===== src/rtl/id_exe_stage_reg_if.sv =====
// ID-to-EXE pipeline boundary: decoded ID fields in, registered EXE fields out.
// Also carries the stall/flush controls and the combinational ID hold request.
interface id_exe_stage_reg_if;
    logic        id_valid;
    logic [4:0]  id_rs_addr;
    logic [4:0]  id_rt_addr;
    logic        id_rs_used;
    logic        id_rt_used;
    logic [31:0] id_rs_data;
    logic [31:0] id_rt_data;
    logic [31:0] id_imm;
    logic [31:0] id_pc_out;
    logic        id_GPR_we;
    logic [4:0]  id_GPR_waddr;
    logic [1:0]  id_wdata_select;
    logic [4:0]  id_alu_op;
    logic        mem_stall;
    logic        flush;

    logic        exe_valid;
    logic        exe_GPR_we;
    logic [4:0]  exe_GPR_waddr;
    logic [1:0]  exe_wdata_select;
    logic [4:0]  exe_alu_op;
    logic [31:0] exe_rs_data;
    logic [31:0] exe_rt_data;
    logic [31:0] exe_imm;
    logic [31:0] exe_pc_out;
    logic        id_stall;

    modport master (
        output id_valid, id_rs_addr, id_rt_addr, id_rs_used, id_rt_used,
               id_rs_data, id_rt_data, id_imm, id_pc_out, id_GPR_we,
               id_GPR_waddr, id_wdata_select, id_alu_op, mem_stall, flush,
        input  exe_valid, exe_GPR_we, exe_GPR_waddr, exe_wdata_select, exe_alu_op,
               exe_rs_data, exe_rt_data, exe_imm, exe_pc_out, id_stall
    );

    modport slave (
        input  id_valid, id_rs_addr, id_rt_addr, id_rs_used, id_rt_used,
               id_rs_data, id_rt_data, id_imm, id_pc_out, id_GPR_we,
               id_GPR_waddr, id_wdata_select, id_alu_op, mem_stall, flush,
        output exe_valid, exe_GPR_we, exe_GPR_waddr, exe_wdata_select, exe_alu_op,
               exe_rs_data, exe_rt_data, exe_imm, exe_pc_out, id_stall
    );
endinterface


===== src/rtl/id_exe_stage_reg.sv =====
// ID/EXE pipeline register with load-use bubble insertion and deferred flush.
// Latency: 1 cycle ID->EXE; id_stall is combinational from registered EXE state.
// Backpressure: mem_stall freezes all EXE state and raises id_stall; load-use holds ID one cycle.
module id_exe_stage_reg #(
    parameter int CNT_W = 16
) (
    input  logic             clk,
    input  logic             rst,
    id_exe_stage_reg_if.slave bus,
    output logic [CNT_W-1:0] bubble_cnt
);

    typedef struct packed {
        logic        valid;
        logic        gpr_we;
        logic [4:0]  gpr_waddr;
        logic [1:0]  wdata_select;
        logic [4:0]  alu_op;
        logic [31:0] rs_data;
        logic [31:0] rt_data;
        logic [31:0] imm;
        logic [31:0] pc_out;
    } exe_t;

    exe_t exe_r;
    exe_t id_load;
    logic flush_pend;
    logic flush_eff;
    logic load_use;
    logic rs_hit;
    logic rt_hit;

    // Only a valid load (wdata_select 00) to a nonzero register can hazard.
    assign rs_hit   = bus.id_rs_used && (bus.id_rs_addr == exe_r.gpr_waddr);
    assign rt_hit   = bus.id_rt_used && (bus.id_rt_addr == exe_r.gpr_waddr);
    assign load_use = exe_r.valid && exe_r.gpr_we && (exe_r.wdata_select == 2'b00) &&
                      (exe_r.gpr_waddr != 5'd0) && bus.id_valid && (rs_hit || rt_hit);

    assign flush_eff    = bus.flush || flush_pend;
    assign bus.id_stall = bus.mem_stall || (load_use && !flush_eff);

    always_comb begin
        id_load              = '0;
        id_load.valid        = bus.id_valid;
        id_load.gpr_we       = bus.id_GPR_we && bus.id_valid;
        id_load.gpr_waddr    = bus.id_GPR_waddr;
        id_load.wdata_select = bus.id_wdata_select;
        id_load.alu_op       = bus.id_alu_op;
        id_load.rs_data      = bus.id_rs_data;
        id_load.rt_data      = bus.id_rt_data;
        id_load.imm          = bus.id_imm;
        id_load.pc_out       = bus.id_pc_out;
    end

    always_ff @(posedge clk) begin
        if (rst) begin
            exe_r      <= '0;
            flush_pend <= 1'b0;
            bubble_cnt <= '0;
        end else begin
            // A flush seen while frozen is remembered until the freeze lifts.
            flush_pend <= bus.mem_stall && (flush_pend || bus.flush);
            if (!bus.mem_stall) begin
                if (flush_eff || load_use) begin
                    exe_r <= '0;
                end else begin
                    exe_r <= id_load;
                end
                if (!flush_eff && load_use && (bubble_cnt != {CNT_W{1'b1}})) begin
                    bubble_cnt <= bubble_cnt + {{(CNT_W-1){1'b0}}, 1'b1};
                end
            end
        end
    end

    assign bus.exe_valid        = exe_r.valid;
    assign bus.exe_GPR_we       = exe_r.gpr_we;
    assign bus.exe_GPR_waddr    = exe_r.gpr_waddr;
    assign bus.exe_wdata_select = exe_r.wdata_select;
    assign bus.exe_alu_op       = exe_r.alu_op;
    assign bus.exe_rs_data      = exe_r.rs_data;
    assign bus.exe_rt_data      = exe_r.rt_data;
    assign bus.exe_imm          = exe_r.imm;
    assign bus.exe_pc_out       = exe_r.pc_out;

endmodule

===== src/flat_wrapper.sv =====
// flat-port wrapper written by rule: the top's interface ports become plain ports
module id_exe_stage_reg_flat 
#(
    parameter int CNT_W = 16
)
  (clk, rst, bubble_cnt, bus_id_valid, bus_id_rs_addr, bus_id_rt_addr, bus_id_rs_used, bus_id_rt_used, bus_id_rs_data, bus_id_rt_data, bus_id_imm, bus_id_pc_out, bus_id_GPR_we, bus_id_GPR_waddr, bus_id_wdata_select, bus_id_alu_op, bus_mem_stall, bus_flush, bus_exe_valid, bus_exe_GPR_we, bus_exe_GPR_waddr, bus_exe_wdata_select, bus_exe_alu_op, bus_exe_rs_data, bus_exe_rt_data, bus_exe_imm, bus_exe_pc_out, bus_id_stall);
  id_exe_stage_reg_if bus_i ();
  input  logic clk;
  input  logic rst;
  output logic [CNT_W-1:0] bubble_cnt;
  input wire logic [$bits(bus_i.id_valid)-1:0] bus_id_valid;
  input wire logic [$bits(bus_i.id_rs_addr)-1:0] bus_id_rs_addr;
  input wire logic [$bits(bus_i.id_rt_addr)-1:0] bus_id_rt_addr;
  input wire logic [$bits(bus_i.id_rs_used)-1:0] bus_id_rs_used;
  input wire logic [$bits(bus_i.id_rt_used)-1:0] bus_id_rt_used;
  input wire logic [$bits(bus_i.id_rs_data)-1:0] bus_id_rs_data;
  input wire logic [$bits(bus_i.id_rt_data)-1:0] bus_id_rt_data;
  input wire logic [$bits(bus_i.id_imm)-1:0] bus_id_imm;
  input wire logic [$bits(bus_i.id_pc_out)-1:0] bus_id_pc_out;
  input wire logic [$bits(bus_i.id_GPR_we)-1:0] bus_id_GPR_we;
  input wire logic [$bits(bus_i.id_GPR_waddr)-1:0] bus_id_GPR_waddr;
  input wire logic [$bits(bus_i.id_wdata_select)-1:0] bus_id_wdata_select;
  input wire logic [$bits(bus_i.id_alu_op)-1:0] bus_id_alu_op;
  input wire logic [$bits(bus_i.mem_stall)-1:0] bus_mem_stall;
  input wire logic [$bits(bus_i.flush)-1:0] bus_flush;
  output wire logic [$bits(bus_i.exe_valid)-1:0] bus_exe_valid;
  output wire logic [$bits(bus_i.exe_GPR_we)-1:0] bus_exe_GPR_we;
  output wire logic [$bits(bus_i.exe_GPR_waddr)-1:0] bus_exe_GPR_waddr;
  output wire logic [$bits(bus_i.exe_wdata_select)-1:0] bus_exe_wdata_select;
  output wire logic [$bits(bus_i.exe_alu_op)-1:0] bus_exe_alu_op;
  output wire logic [$bits(bus_i.exe_rs_data)-1:0] bus_exe_rs_data;
  output wire logic [$bits(bus_i.exe_rt_data)-1:0] bus_exe_rt_data;
  output wire logic [$bits(bus_i.exe_imm)-1:0] bus_exe_imm;
  output wire logic [$bits(bus_i.exe_pc_out)-1:0] bus_exe_pc_out;
  output wire logic [$bits(bus_i.id_stall)-1:0] bus_id_stall;
  assign bus_i.id_valid = bus_id_valid;
  assign bus_i.id_rs_addr = bus_id_rs_addr;
  assign bus_i.id_rt_addr = bus_id_rt_addr;
  assign bus_i.id_rs_used = bus_id_rs_used;
  assign bus_i.id_rt_used = bus_id_rt_used;
  assign bus_i.id_rs_data = bus_id_rs_data;
  assign bus_i.id_rt_data = bus_id_rt_data;
  assign bus_i.id_imm = bus_id_imm;
  assign bus_i.id_pc_out = bus_id_pc_out;
  assign bus_i.id_GPR_we = bus_id_GPR_we;
  assign bus_i.id_GPR_waddr = bus_id_GPR_waddr;
  assign bus_i.id_wdata_select = bus_id_wdata_select;
  assign bus_i.id_alu_op = bus_id_alu_op;
  assign bus_i.mem_stall = bus_mem_stall;
  assign bus_i.flush = bus_flush;
  assign bus_exe_valid = bus_i.exe_valid;
  assign bus_exe_GPR_we = bus_i.exe_GPR_we;
  assign bus_exe_GPR_waddr = bus_i.exe_GPR_waddr;
  assign bus_exe_wdata_select = bus_i.exe_wdata_select;
  assign bus_exe_alu_op = bus_i.exe_alu_op;
  assign bus_exe_rs_data = bus_i.exe_rs_data;
  assign bus_exe_rt_data = bus_i.exe_rt_data;
  assign bus_exe_imm = bus_i.exe_imm;
  assign bus_exe_pc_out = bus_i.exe_pc_out;
  assign bus_id_stall = bus_i.id_stall;
  id_exe_stage_reg #(.CNT_W(CNT_W)) u_core (.clk(clk), .rst(rst), .bus(bus_i), .bubble_cnt(bubble_cnt));
endmodule

===== config.mk =====
export PLATFORM = sky130hd
export DESIGN_NAME = id_exe_stage_reg_flat
export DESIGN_NICKNAME = d
export VERILOG_FILES = /design/src/rtl/id_exe_stage_reg_if.sv /design/src/rtl/id_exe_stage_reg.sv /design/src/flat_wrapper.sv
export SDC_FILE = /design/constraint.sdc
export NUM_CORES = 1
export LEC_CHECK = 0
export ABC_AREA = 1
export CORE_ASPECT_RATIO = 0.6
export CORE_MARGIN = 2
export CORE_UTILIZATION = 40
export DETAILED_ROUTE_END_ITERATION = 10
export PLACE_DENSITY = 0.92
export REMOVE_ABC_BUFFERS = 1
export SETUP_SLACK_MARGIN = 0.1
export SLEW_MARGIN = 20
export SYNTH_ARGS = -nofsm -noshare
export SYNTH_HDL_FRONTEND = slang
export SYNTH_SLANG_ARGS = --single-unit

===== constraint.sdc =====
create_clock -name clk -period 1.9 [get_ports clk]
set_input_delay 0.38 -clock clk [delete_from_list [all_inputs] [get_ports clk]]
set_output_delay 0.38 -clock clk [all_outputs]
set_load 0.02 [all_outputs]

=== Word level (Yosys, flattened, before mapping) ===
Index checks and enable logic that the tools add are counted.

* Register bits after elaboration: 159
* Latch bits: 0
* Bits in writable memories: 0
* Bits in read-only memories: 0
* Input port bits: 158
* Output and inout bits: 159
* Word-level logic and storage cells: 36
* Memories kept: 0

* Add/subtract/negate cells: 1
* Multipliers: 0
* Div/mod/pow operators: 0
* Magnitude comparators: 0
* Eq/ne operators: 3
* Shift operators: 0
* Muxes and demuxes: 1
* Bitwise operators: 1
* Reduce and logical (&&, ||, !) cells: 19

{| class="wikitable"
|+ Operators by type and width
! kind !! count
|-
| 142-bit 2-to-1 mux || 1
|-
| 16-bit by 1-bit adder with 16-bit output (second input constant) || 1
|-
| 16-bit inequality test (second input constant) || 1
|-
| 1-bit logical AND || 11
|-
| 5-bit equality test || 2
|-
| 5-bit nonzero test || 1
|-
| 1-bit logical OR || 4
|-
| 2-bit logical NOT || 1
|-
| 2-bit AND reduction || 1
|-
| 1-bit logical NOT || 1
|-
| 1-bit NOT || 1
|}

=== Depth between registers and ports, before layout ===
Gate-level depths: netlist of the first run.

* Depth in word-level cells: 8
* Gate-level depth with buffers: 13
* Mapped depth without buffers: 11

=== Least setup slack after synthesis of the first run ===
OpenSTA, ideal clock, no wires.

* Path type: register -> register
* Start point: register u_core.bubble_cnt[0]
* End point: register u_core.bubble_cnt[14]
* Setup time: 0.064 ns
* Arrival: 1.570 ns
* Path slack: 0.266 ns
* Cell stages (with the launch flop): 11
* Buffers on the path: 0
* Path through: dfxtp_1 -> ha_1 -> nand3_2 -> nor2_2 -> nand2_2 -> nor3_1 -> xor2_1 -> inv_1 -> nand2_1 -> nand2_1 -> nor2_1

* Longest elaborated chain between the ends: 3
* Elaborated cells on any way between the ends: 4
* Those cells by class: 1 x add/sub; 1 x eq/ne; 2 x reduce/logical

{| class="wikitable"
|+ RTL lines
! item !! line !! RTL
|-
| from (decl) || id_exe_stage_reg.sv:10 || <nowiki>output logic [CNT_W-1:0] bubble_cnt</nowiki>
|-
| from (signal assigned) || id_exe_stage_reg.sv:70 || <nowiki>bubble_cnt <= bubble_cnt + {{(CNT_W-1){1'b0}}, 1'b1};</nowiki>
|-
| parallel branches: the longest is 3 deep, another holds 16-bit by 1-bit adder with 16-bit output || - ||
|}

Parallel ways; which one is timed is not known.
A chain may end at the register's enable or synchronous reset.

=== Worst setup path in the final report of the first run ===
* Start point: register u_core.exe_r, in the netlist u_core.bus.exe_GPR_waddr[2]
* End point: output bus_id_stall

* Longest elaborated chain between the ends: 6
* Elaborated cells on any way between the ends: 11
* Those cells by class: 2 x eq/ne; 9 x reduce/logical

{| class="wikitable"
|+ RTL lines
! item !! line !! RTL
|-
| from (decl) || id_exe_stage_reg.sv:25 || <nowiki>exe_t exe_r;</nowiki>
|-
| from (signal assigned) || id_exe_stage_reg.sv:67 || <nowiki>exe_r <= id_load;</nowiki>
|-
| 5-bit equality test (tied with other cells) || id_exe_stage_reg.sv:34 || <nowiki>assign rs_hit = bus.id_rs_used && (bus.id_rs_addr == exe_r.gpr_waddr);</nowiki>
|-
| 1-bit logical AND, on equally long branches || id_exe_stage_reg.sv:34, id_exe_stage_reg.sv:35, id_exe_stage_reg.sv:36 ||
|-
| 1-bit logical OR / 1-bit logical AND (equally long branches) || id_exe_stage_reg.sv:37 || <nowiki>(exe_r.gpr_waddr != 5'd0) && bus.id_valid && (rs_hit || rt_hit);</nowiki>
|-
| 1-bit logical AND * || id_exe_stage_reg.sv:37 ||
|-
| 1-bit logical AND * || id_exe_stage_reg.sv:40 || <nowiki>assign bus.id_stall = bus.mem_stall || (load_use && !flush_eff);</nowiki>
|-
| 1-bit logical OR * || id_exe_stage_reg.sv:40 ||
|-
| to (decl) || flat_wrapper.sv:35 || <nowiki>output wire logic [$bits(bus_i.id_stall)-1:0] bus_id_stall;</nowiki>
|}

Every way passes the cells marked *; elsewhere a longest branch is shown, timed or not.

==> results.md, run 1 <==
Cells and area:
- The number of inserted filler cells in the final layout is about 1,100.
- Leaving out fill and tap cells, the most frequent cells in the layout are sky130_fd_sc_hd__nand2_1, sky130_fd_sc_hd__clkdlybuf4s50_1, sky130_fd_sc_hd__dfxtp_1.
- The most common cell after layout, fill and taps aside is sky130_fd_sc_hd__nand2_1.
- With fillers left out, the area of the finished cells amounts to 0.0108 mm^2.
- The final net count is 1,306.
- The sequential cells in the finished layout cover a total of 0.00320 mm^2.
- The multi-input combinational cells in the finished layout cover a total of roughly 0.0027 mm^2.
- Of the cells placed in the final design, the portion with a size suffix greater than 1 is 0.127.
- The number of antenna repair diodes is 0.
- For this run, the share of the core covered by cells in the final layout is 0.734.
- The relative area change from synthesis to final layout is 76.6%.

Floorplan:
- After floorplanning, the core was sized to cover 0.0147 mm^2.
- The die covers between 0.015 and 0.02 mm^2.
- The horizontal extent of the die is between 150 and 200 um.
- Measured along the y axis, the die boundary spans 99.6 um.
- Row generation in the floorplan step produced 34 rows.
- For this configuration, the core starts out at a cell density of 0.415.
- The number of top-level design ports is 317.

CTS:
- The clock net in this run drives a total of 159 sinks.
- TritonCTS built the clock tree.
- The TritonCTS buffer count is 17.
- No sink is reached through more buffers than the 2 on the longest clock path.
- The source-to-sink clock delay at the later pin of the worst-skew pair is 0.42 ns.
- The H-tree was split into 4 levels.
- After clock tree synthesis, the clock-pin slew on the worst setup and hold paths is around 0.07 ns.
- The clock tree root driver cell is sky130_fd_sc_hd__clkbuf_16.
- For this design, the CTS-stage hold fixing added 0 buffers.

Pwr:
- Of the total power, the clock network draws 0.425.
- The static leakage power is 5.61 nW.
- The worst-case vdd ir drop is 0.000510 V.
- Of the total power, combinational logic draws 0.140.
- The switching part of the total is 0.255.
- The relative contribution of sequential cells to total power is 0.435.
- The analysis attributes to net switching a power of 2.06 mW.
- Dividing total power by cell area gives a power density of 750 mW/mm^2.
- The internal power of the cells totals about 6 mW.

Drt:
- Using the TritonRoute via totals, the vias-per-cell ratio works out to roughly 5.
- The DRC violations left is 0.
- After detailed routing, the average wire length per cell comes to 16.6 um.
- The detailed router finished its first iteration with 449 violations.
- Once detail routing completed, the nets flagged for antenna violations numbered 0.
- The total via count in the routed design is around 6,700.
- The wire length after detailed routing is 22,600 um.
- The first detailed-routing pass ran for 6 iterations.

Timing:
- In the finished design, the share of the clock period the worst path needs comes to 1.04.
- The number of pins with negative max-slew slack in the final report is 0.
- The number of failing hold endpoints at the final stage is 0.
- The final critical path time including I/O delays and setup is roughly 2 ns.
- Setup violations remaining at the end of the flow were counted as 1.
- On the final layout, the worst clock skew is 0.0148 ns.
- Setup repair after global routing could not meet its margin everywhere.
- For the pin with the worst max-slew slack, the measured transition is 0.845 ns.
- The upper clock frequency limit is 505 MHz.
- Setup slack on the critical path of the routed design comes to -0.0819 ns.
- The headroom to the max-slew limit is 0.437.

Yosys:
- The proportion of synthesized area in mux cells is 0.
- Synthesis inferred 159 register bits.
- The cell area after synthesis is 0.00610 mm^2.
- Of the total synthesized cell area, the portion taken by full adders, half adders and majority gates is 0.00205.
- Yosys printed 0 warnings.
- By area, the combinational part of the netlist is dominated by simple AND/OR/NAND/NOR gates.
- Of the total synthesized cell area, the portion taken by AND, OR, NAND and NOR gates is 0.386.
- Counting distinct cell types in the post-synthesis netlist gives 28.
- The complex-gate fraction of the synthesized area is 0.0181.
- Of all cell types, the one taking the most synthesized area is sky130_fd_sc_hd__dfxtp_1.
- The share of synthesized area in the top cell type comes to 0.522.
- The share of the synthesized netlist area taken by xor and xnor gates is 0.0144.
- Yosys attributes the largest share of cell area to sky130_fd_sc_hd__dfxtp_1, sky130_fd_sc_hd__nand2_1, sky130_fd_sc_hd__nand3_1.
- The synthesized area per cell is ~7.5 um^2.
- The share of the Yosys chip area taken by registers is 0.522.
- The number of cells produced by synthesis is 813.

Placement:
- During placement, the flow inserted port buffers numbering roughly 320.
- At the end of routability-driven placement, the weighted congestion stood at ~0.90.
- The placed cell area is 0.00953 mm^2.
- The HPWL after detailed placement is 14,500 um.

Global routing:
- The combined global-route utilization of all metal layers is 0.246.
- The global-route wire length before repair is approximately 32,000 um.
- The largest net degree at the start of global routing is 82.
- The global-route congestion overflow total is 0.
- The initial antenna violation count is 0.
- The number of global-route vias before repair is between 6,000 and 7,000.

Run status:
- The final reports fail on negative setup slack.
- The run finished, with violations left.

Flow run:
- The number of maximum-capacitance constraint violations is 0.

Worst setup path:
- The required time reported for the critical path endpoint is 1.52 ns.
- The kind of critical path is reg -> out.
- STA puts the critical path data arrival time at 1.60 ns.
- The maximum fanout encountered on the critical timing path is 4.
- The worst setup path is captured at an output port.
- The startpoint type of the worst setup path is a register.

Min path:
- The worst min-delay path class is in -> reg.
## power groups by stage
stage	clock network (mW)	logic, mW	registers, mW
floorplan	0	0.184	3.72
global placement	0	1.03	3.58
detailed placement	0	1.04	3.59
CTS	3.48	1.05	3.51
global route	3.62	1.20	3.52
finish	3.43	1.13	3.51
## path summary, 6_finish.rpt
| path | startpoint | endpoint | slack [ns] | cells after the start |
|---|---|---|---|---|
| max | u_core.bus.exe_GPR_waddr[2]$_SDFFE_PP0N_ | bus_id_stall | -0.08 | 9 |
| min | bus_id_valid | u_core.bus.exe_GPR_we$_SDFFE_PP0N_ | 0.25 | 3 |
| max reg2reg | u_core.bus.exe_GPR_waddr[2]$_SDFFE_PP0N_ | u_core.bus.exe_imm[13]$_SDFFE_PP0N_ | 0.01 | 15 |
| min reg2reg | u_core.bus.exe_rt_data[1]$_SDFFE_PP0N_ | u_core.bus.exe_rt_data[1]$_SDFFE_PP0N_ | 0.47 | 2 |
## worst max-delay path, cell delays in order (launching register included)
cell                      delay (ns)
sky130_fd_sc_hd__dfxtp_4        0.38
sky130_fd_sc_hd__inv_4          0.05
sky130_fd_sc_hd__nand2_1        0.07
sky130_fd_sc_hd__nand2_1        0.07
sky130_fd_sc_hd__nor2_1         0.15
sky130_fd_sc_hd__nand3_2        0.10
sky130_fd_sc_hd__nand2_2        0.09
sky130_fd_sc_hd__nand3_2        0.08
sky130_fd_sc_hd__nand2_2        0.09
sky130_fd_sc_hd__buf_6          0.11
## through the flow
step / instances / TNS [ns] / power [mW] / setup WS (ns) / hold slack, ns
finish: 1357 / -0.0819 / 8.08 / -0.0819 / 0.252
global route: 1357 / -1.33 / 8.35 / -0.151 / 0.251
CTS: 1338 / -0.0366 / 8.03 / -0.0366 / 0.391
detailed placement: 1305 / -38.65 / 4.62 / -0.576 / 0.458
global placement: 1305 / -28.23 / 4.61 / -0.517 / 0.458
floorplan: 765 / -51.13 / 3.90 / -0.415 / 0.483
## sequential cells by signal, indices dropped and copies added (netlist names)
register and count:
u_core.bus.exe_imm 32, u_core.bus.exe_GPR_waddr 5, u_core.flush_pend 1, u_core.bus.exe_rt_data 32, u_core.bus.exe_GPR_we 1, u_core.bus.exe_wdata_select 2, u_core.bus.exe_valid 1, u_core.bus.exe_alu_op 5
u_core.bus.exe_rs_data 32, u_core.bubble_cnt 16, u_core.bus.exe_pc_out 32
## cell families (layout without fill, tap and decap cells)
kind of cell / after synthesis / in the layout
adders and majority gates: 1 / 1
xor gates and xnor gates: 10 / 10
and+or+nand+nor: 554 / 554
AOI/OAI and AO/OA: 18 / 18
buffers and inverters: 71 / 417
DFF: 159 / 159
## layer usage
metal | global-route usage | vias to the layer above | share of wire | wire length, um
met2 | 0.427 | 286 | 0.49 | 11100
met5 | 0 | - | 0 | 0
met4 | 0.0667 | 0 | 0.015 | 335
li1 | - | 3273 | - | -
met3 | 0.0984 | 35 | 0.093 | 2100
met1 | 0.282 | 3133 | 0.40 | 9070
## cells in the mapped netlist
master	instances
sky130_fd_sc_hd__nand2_1	339
sky130_fd_sc_hd__dfxtp_1	159
sky130_fd_sc_hd__nand3_1	149
sky130_fd_sc_hd__nor2_1	45
sky130_fd_sc_hd__clkbuf_1	31
sky130_fd_sc_hd__inv_1	17
sky130_fd_sc_hd__buf_6	10
sky130_fd_sc_hd__o21bai_1	8
sky130_fd_sc_hd__nor3_1	7
sky130_fd_sc_hd__buf_2	6
sky130_fd_sc_hd__inv_2	6
sky130_fd_sc_hd__o21ai_0	6
sky130_fd_sc_hd__xor2_1	6
sky130_fd_sc_hd__a21oi_1	4
sky130_fd_sc_hd__xnor2_1	4
sky130_fd_sc_hd__nand4_1	2
sky130_fd_sc_hd__nor2_4	2
sky130_fd_sc_hd__nor4_1	2
sky130_fd_sc_hd__buf_1	1
sky130_fd_sc_hd__ha_1	1
sky130_fd_sc_hd__nand2_2	1
sky130_fd_sc_hd__nand2_4	1
sky130_fd_sc_hd__nand3_2	1
sky130_fd_sc_hd__nand3b_1	1
sky130_fd_sc_hd__nand4_2	1
sky130_fd_sc_hd__nor2_2	1
sky130_fd_sc_hd__nor3_2	1
sky130_fd_sc_hd__nor4_4	1
## repair_timing
item	4_1_cts	5_1_grt
pin swaps	5	23
gates cloned	0	11
resized for setup	51	114
setup buffers	2	9
setup endpoints to repair	28	201
## layout make-up
| cell class | instances | share of cell area |
|---|---|---|
| Clock buffer | 18 | 0.0398 |
| Clock inverter | 13 | 0.0144 |
| Inverter | 23 | 0.0105 |
| Multi-Input combinational cell | 583 | 0.255 |
| Sequential cell | 159 | 0.297 |
| Tap cell | 198 | 0.0230 |
| Timing Repair Buffer | 362 | 0.360 |
| Timing Repair inverter | 1 | 0.00105 |
No activity file was read; power rests on OpenSTA's default activity.
==> run 2: changes to the inputs <==
Settings changed: GPL_TIMING_DRIVEN set to 0, SETUP_SLACK_MARGIN 0.1 to 0.05.
==> results.md, run 2 (synthesized netlist as in run 1, its figures left out) <==
Run status:
- Result of the run: complete, but fails checks (unchanged).
- Violations in the final reports: negative setup slack (unchanged).

Drt:
- The routed length per placed instance is 17.1 um (was 16.6 um).
- The first-iteration detailed-routing DRC count was 490 (was 449).
- The number of nets still failing antenna checks after routing is 0 (unchanged).
- The total via count in the routed design is 6,697 (was 6,727).
- The detailed-router iteration count before antenna repair is 5 (was 6).
- The DRC violations left came to 0 (unchanged).
- The vias per cell is 4.99 (was 4.96).
- The wire length after detailed routing is 22,900 um (was 22,600 um).

CTS:
- The H-tree depth came to 4 (unchanged).
- The maximum count of clock buffers along a single path was 2 (unchanged).
- The post-cts hold buffer count is 0 (unchanged).
- The clock-pin slew of the registers on the worst-case setup and hold paths was 0.07 ns (about the same).
- The TritonCTS buffer count came to 17 (unchanged).
- The clock tree root driver cell is sky130_fd_sc_hd__clkbuf_16 (unchanged).
- The source-to-sink clock delay at the later pin of the worst-skew pair is 0.40 ns (was 0.42 ns).
- The TritonCTS clock tree is yes (unchanged).
- The clock sink total came to 159 (unchanged).

Placement:
- The cell count after placement is 1,282 (was 1,305).
- The routability congestion estimate is 0.857 (was 0.901).
- The HPWL after detailed placement is 13,900 um (was 14,500 um).
- The number of buffers inserted by port buffering is 316 (unchanged).
- The placed cell area is 0.00934 mm^2 (was 0.00953 mm^2).

Floorplan:
- The die footprint is 0.0163 mm^2 (unchanged).
- The cell row count is 34 (unchanged).
- The starting density of the core is 0.415 (unchanged).
- The area of the core is 0.0147 mm^2 (unchanged).
- The y dimension of the die is 99.6 um (unchanged).
- The number of top-level design ports is 317 (unchanged).
- The horizontal extent of the die was 163 um (unchanged).

Cells and area:
- The count of non-filler cells in the finished layout was 1,341 (was 1,357).
- The layout cell share with drive strength beyond 1 is 0.106 (was 0.127).
- The cell area after layout was 0.0105 mm^2 (was 0.0108 mm^2).
- The relative area change from synthesis to final layout is 72.4% (was 76.6%).
- The utilization of the core after routing was 0.716 (was 0.734).
- Most used cells in the layout excluding fill and tap cells: sky130_fd_sc_hd__nand2_1, sky130_fd_sc_hd__clkdlybuf4s50_1, sky130_fd_sc_hd__dfxtp_1 (unchanged).
- The number of antenna repair diodes is 0 (unchanged).
- The final net count was 1,291 (was 1,306).
- The most common cell after layout, fill and taps aside is sky130_fd_sc_hd__nand2_1 (unchanged).

Pwr:
- The static leakage power was 4.75 nW (was 5.61 nW).
- The total power draw came to 8.09 mW (was 8.08 mW).
- The worst-case vdd ir drop came to 0.000526 V (was 0.000510 V).
- The power per standard cell area is 770 mW/mm^2 (was 750 mW/mm^2).

Timing:
- The final critical path time including I/O delays and setup is 2.03 ns (was 1.98 ns).
- The post-route worst hold slack came to 0.367 ns (was 0.252 ns).
- The number of failing hold endpoints at the final stage came to 0 (unchanged).
- RSZ-0062 raised after global routing: yes (unchanged).
- The headroom to the max-slew limit is 0.555 (was 0.437).
- The final cycle utilization of the critical path is 1.07 (was 1.04).
- The measured slew at the worst slew-check pin came to 0.668 ns (was 0.845 ns).
- The worst clock skew is 0.0110 ns (was 0.0148 ns).
- The final critical-path setup slack is -0.131 ns (was -0.0819 ns).
- The number of pins with negative max-slew slack in the final report is 0 (unchanged).
- The number of setup violations in the final report came to 60 (was 1).
- The upper clock frequency limit came to 492 MHz (was 505 MHz).

Worst setup path:
- The startpoint type of the worst setup path is an input pin (was register).
- The worst reg-to-reg path cell count came to 15 (unchanged).
- The required time reported for the critical path endpoint is 1.52 ns (about the same).
- The maximum fanout encountered on the critical timing path is 2 (was 4).
- The endpoint class of the critical path is an output port (unchanged).
- The critical path data arrival time is 1.65 ns (was 1.60 ns).
- The kind of critical path is in -> out (was reg -> out).

Global routing:
- The number of global-route vias before repair came to 6,416 (was 6,411).
- The initial antenna violation count was 0 (unchanged).
- The global-route wire length before repair is 31,700 um (was 31,900 um).
- The global-route congestion overflow total is 0 (unchanged).
- The largest net degree at the start of global routing is 89 (was 82).
- The combined global-route utilization of all metal layers was 0.245 (was 0.246).

Min path:
- The number of cells on the worst hold path is 3 (unchanged).
- The worst min-delay path class is in -> reg (unchanged).

Flow run:
- The number of maximum-capacitance constraint violations is 0 (unchanged).
==> run 2: where the power goes <==
part           switching, mW  leakage (nW)  internal, mW
combinational          0.532          3.18         0.592
sequential            0.0663          1.30          3.45
clock                   1.39         0.275          2.07
total                   1.99          4.75          6.11
==> run 2: critical path: stages <==
cell                              delay [ns]
sky130_fd_sc_hd__clkdlybuf4s50_1        0.50
sky130_fd_sc_hd__inv_1                  0.05
sky130_fd_sc_hd__nand2_1                0.06
sky130_fd_sc_hd__nand2_1                0.06
sky130_fd_sc_hd__nor2_2                 0.12
sky130_fd_sc_hd__nand3_2                0.10
sky130_fd_sc_hd__nand2_2                0.11
sky130_fd_sc_hd__nand3_4                0.08
sky130_fd_sc_hd__nand2_2                0.09
sky130_fd_sc_hd__buf_6                  0.11
==> run 2: repair_timing <==
action                                  in CTS  in global routing
buffers inserted                             5                  8
pin swaps                                    6                 17
gates resized for setup                     45                 51
endpoints found under the setup margin     102                135
cloned                                       2                 14
==> run 2: worst paths after layout <==
check | start | end | slack [ns]
worst max-delay path | bus_id_rs_addr[2] | bus_id_stall | -0.13
worst min-delay path | bus_id_valid | u_core.bus.exe_GPR_we$_SDFFE_PP0N_ | 0.37
worst max register to register | u_core.bus.exe_GPR_waddr[2]$_SDFFE_PP0N_ | u_core.bus.exe_GPR_waddr[4]$_SDFFE_PP0N_ | 0.02
worst min register to register | u_core.bus.exe_imm[25]$_SDFFE_PP0N_ | u_core.bus.exe_imm[25]$_SDFFE_PP0N_ | 0.47
==> run 2: per-stage QoR <==
step,TNS [ns],setup WS [ns]
after floorplan,-51.13,-0.415
after global placement,-821.87,-5.41
after detailed placement,-67.28,-0.749
after CTS,-0.0208,-0.0208
after global routing,-4.31,-0.182
final,-1.10,-0.131
==> run 2: cell type report <==
| cell class | count | area [um^2] |
|---|---|---|
| Clock inverter | 12 | 160 |
| Timing Repair Buffer | 343 | 3570 |
| Sequential cell | 159 | 3200 |
| Timing Repair inverter | 3 | 31.3 |
| Inverter | 23 | 118 |
| Tap cell | 198 | 248 |
| Fill cell | 1070 | 4170 |
| Multi-Input combinational cell | 585 | 2750 |
| Clock buffer | 18 | 429 |
==> run 2: metal layers <==
metal	track usage	up-vias	share of wire	routed length [um]
met2	0.430	281	0.47	10800
li1	-	3235	-	-
met3	0.108	24	0.11	2590
met1	0.272	3157	0.40	9170
met5	0	-	0	0
met4	0.0660	0	0.014	331
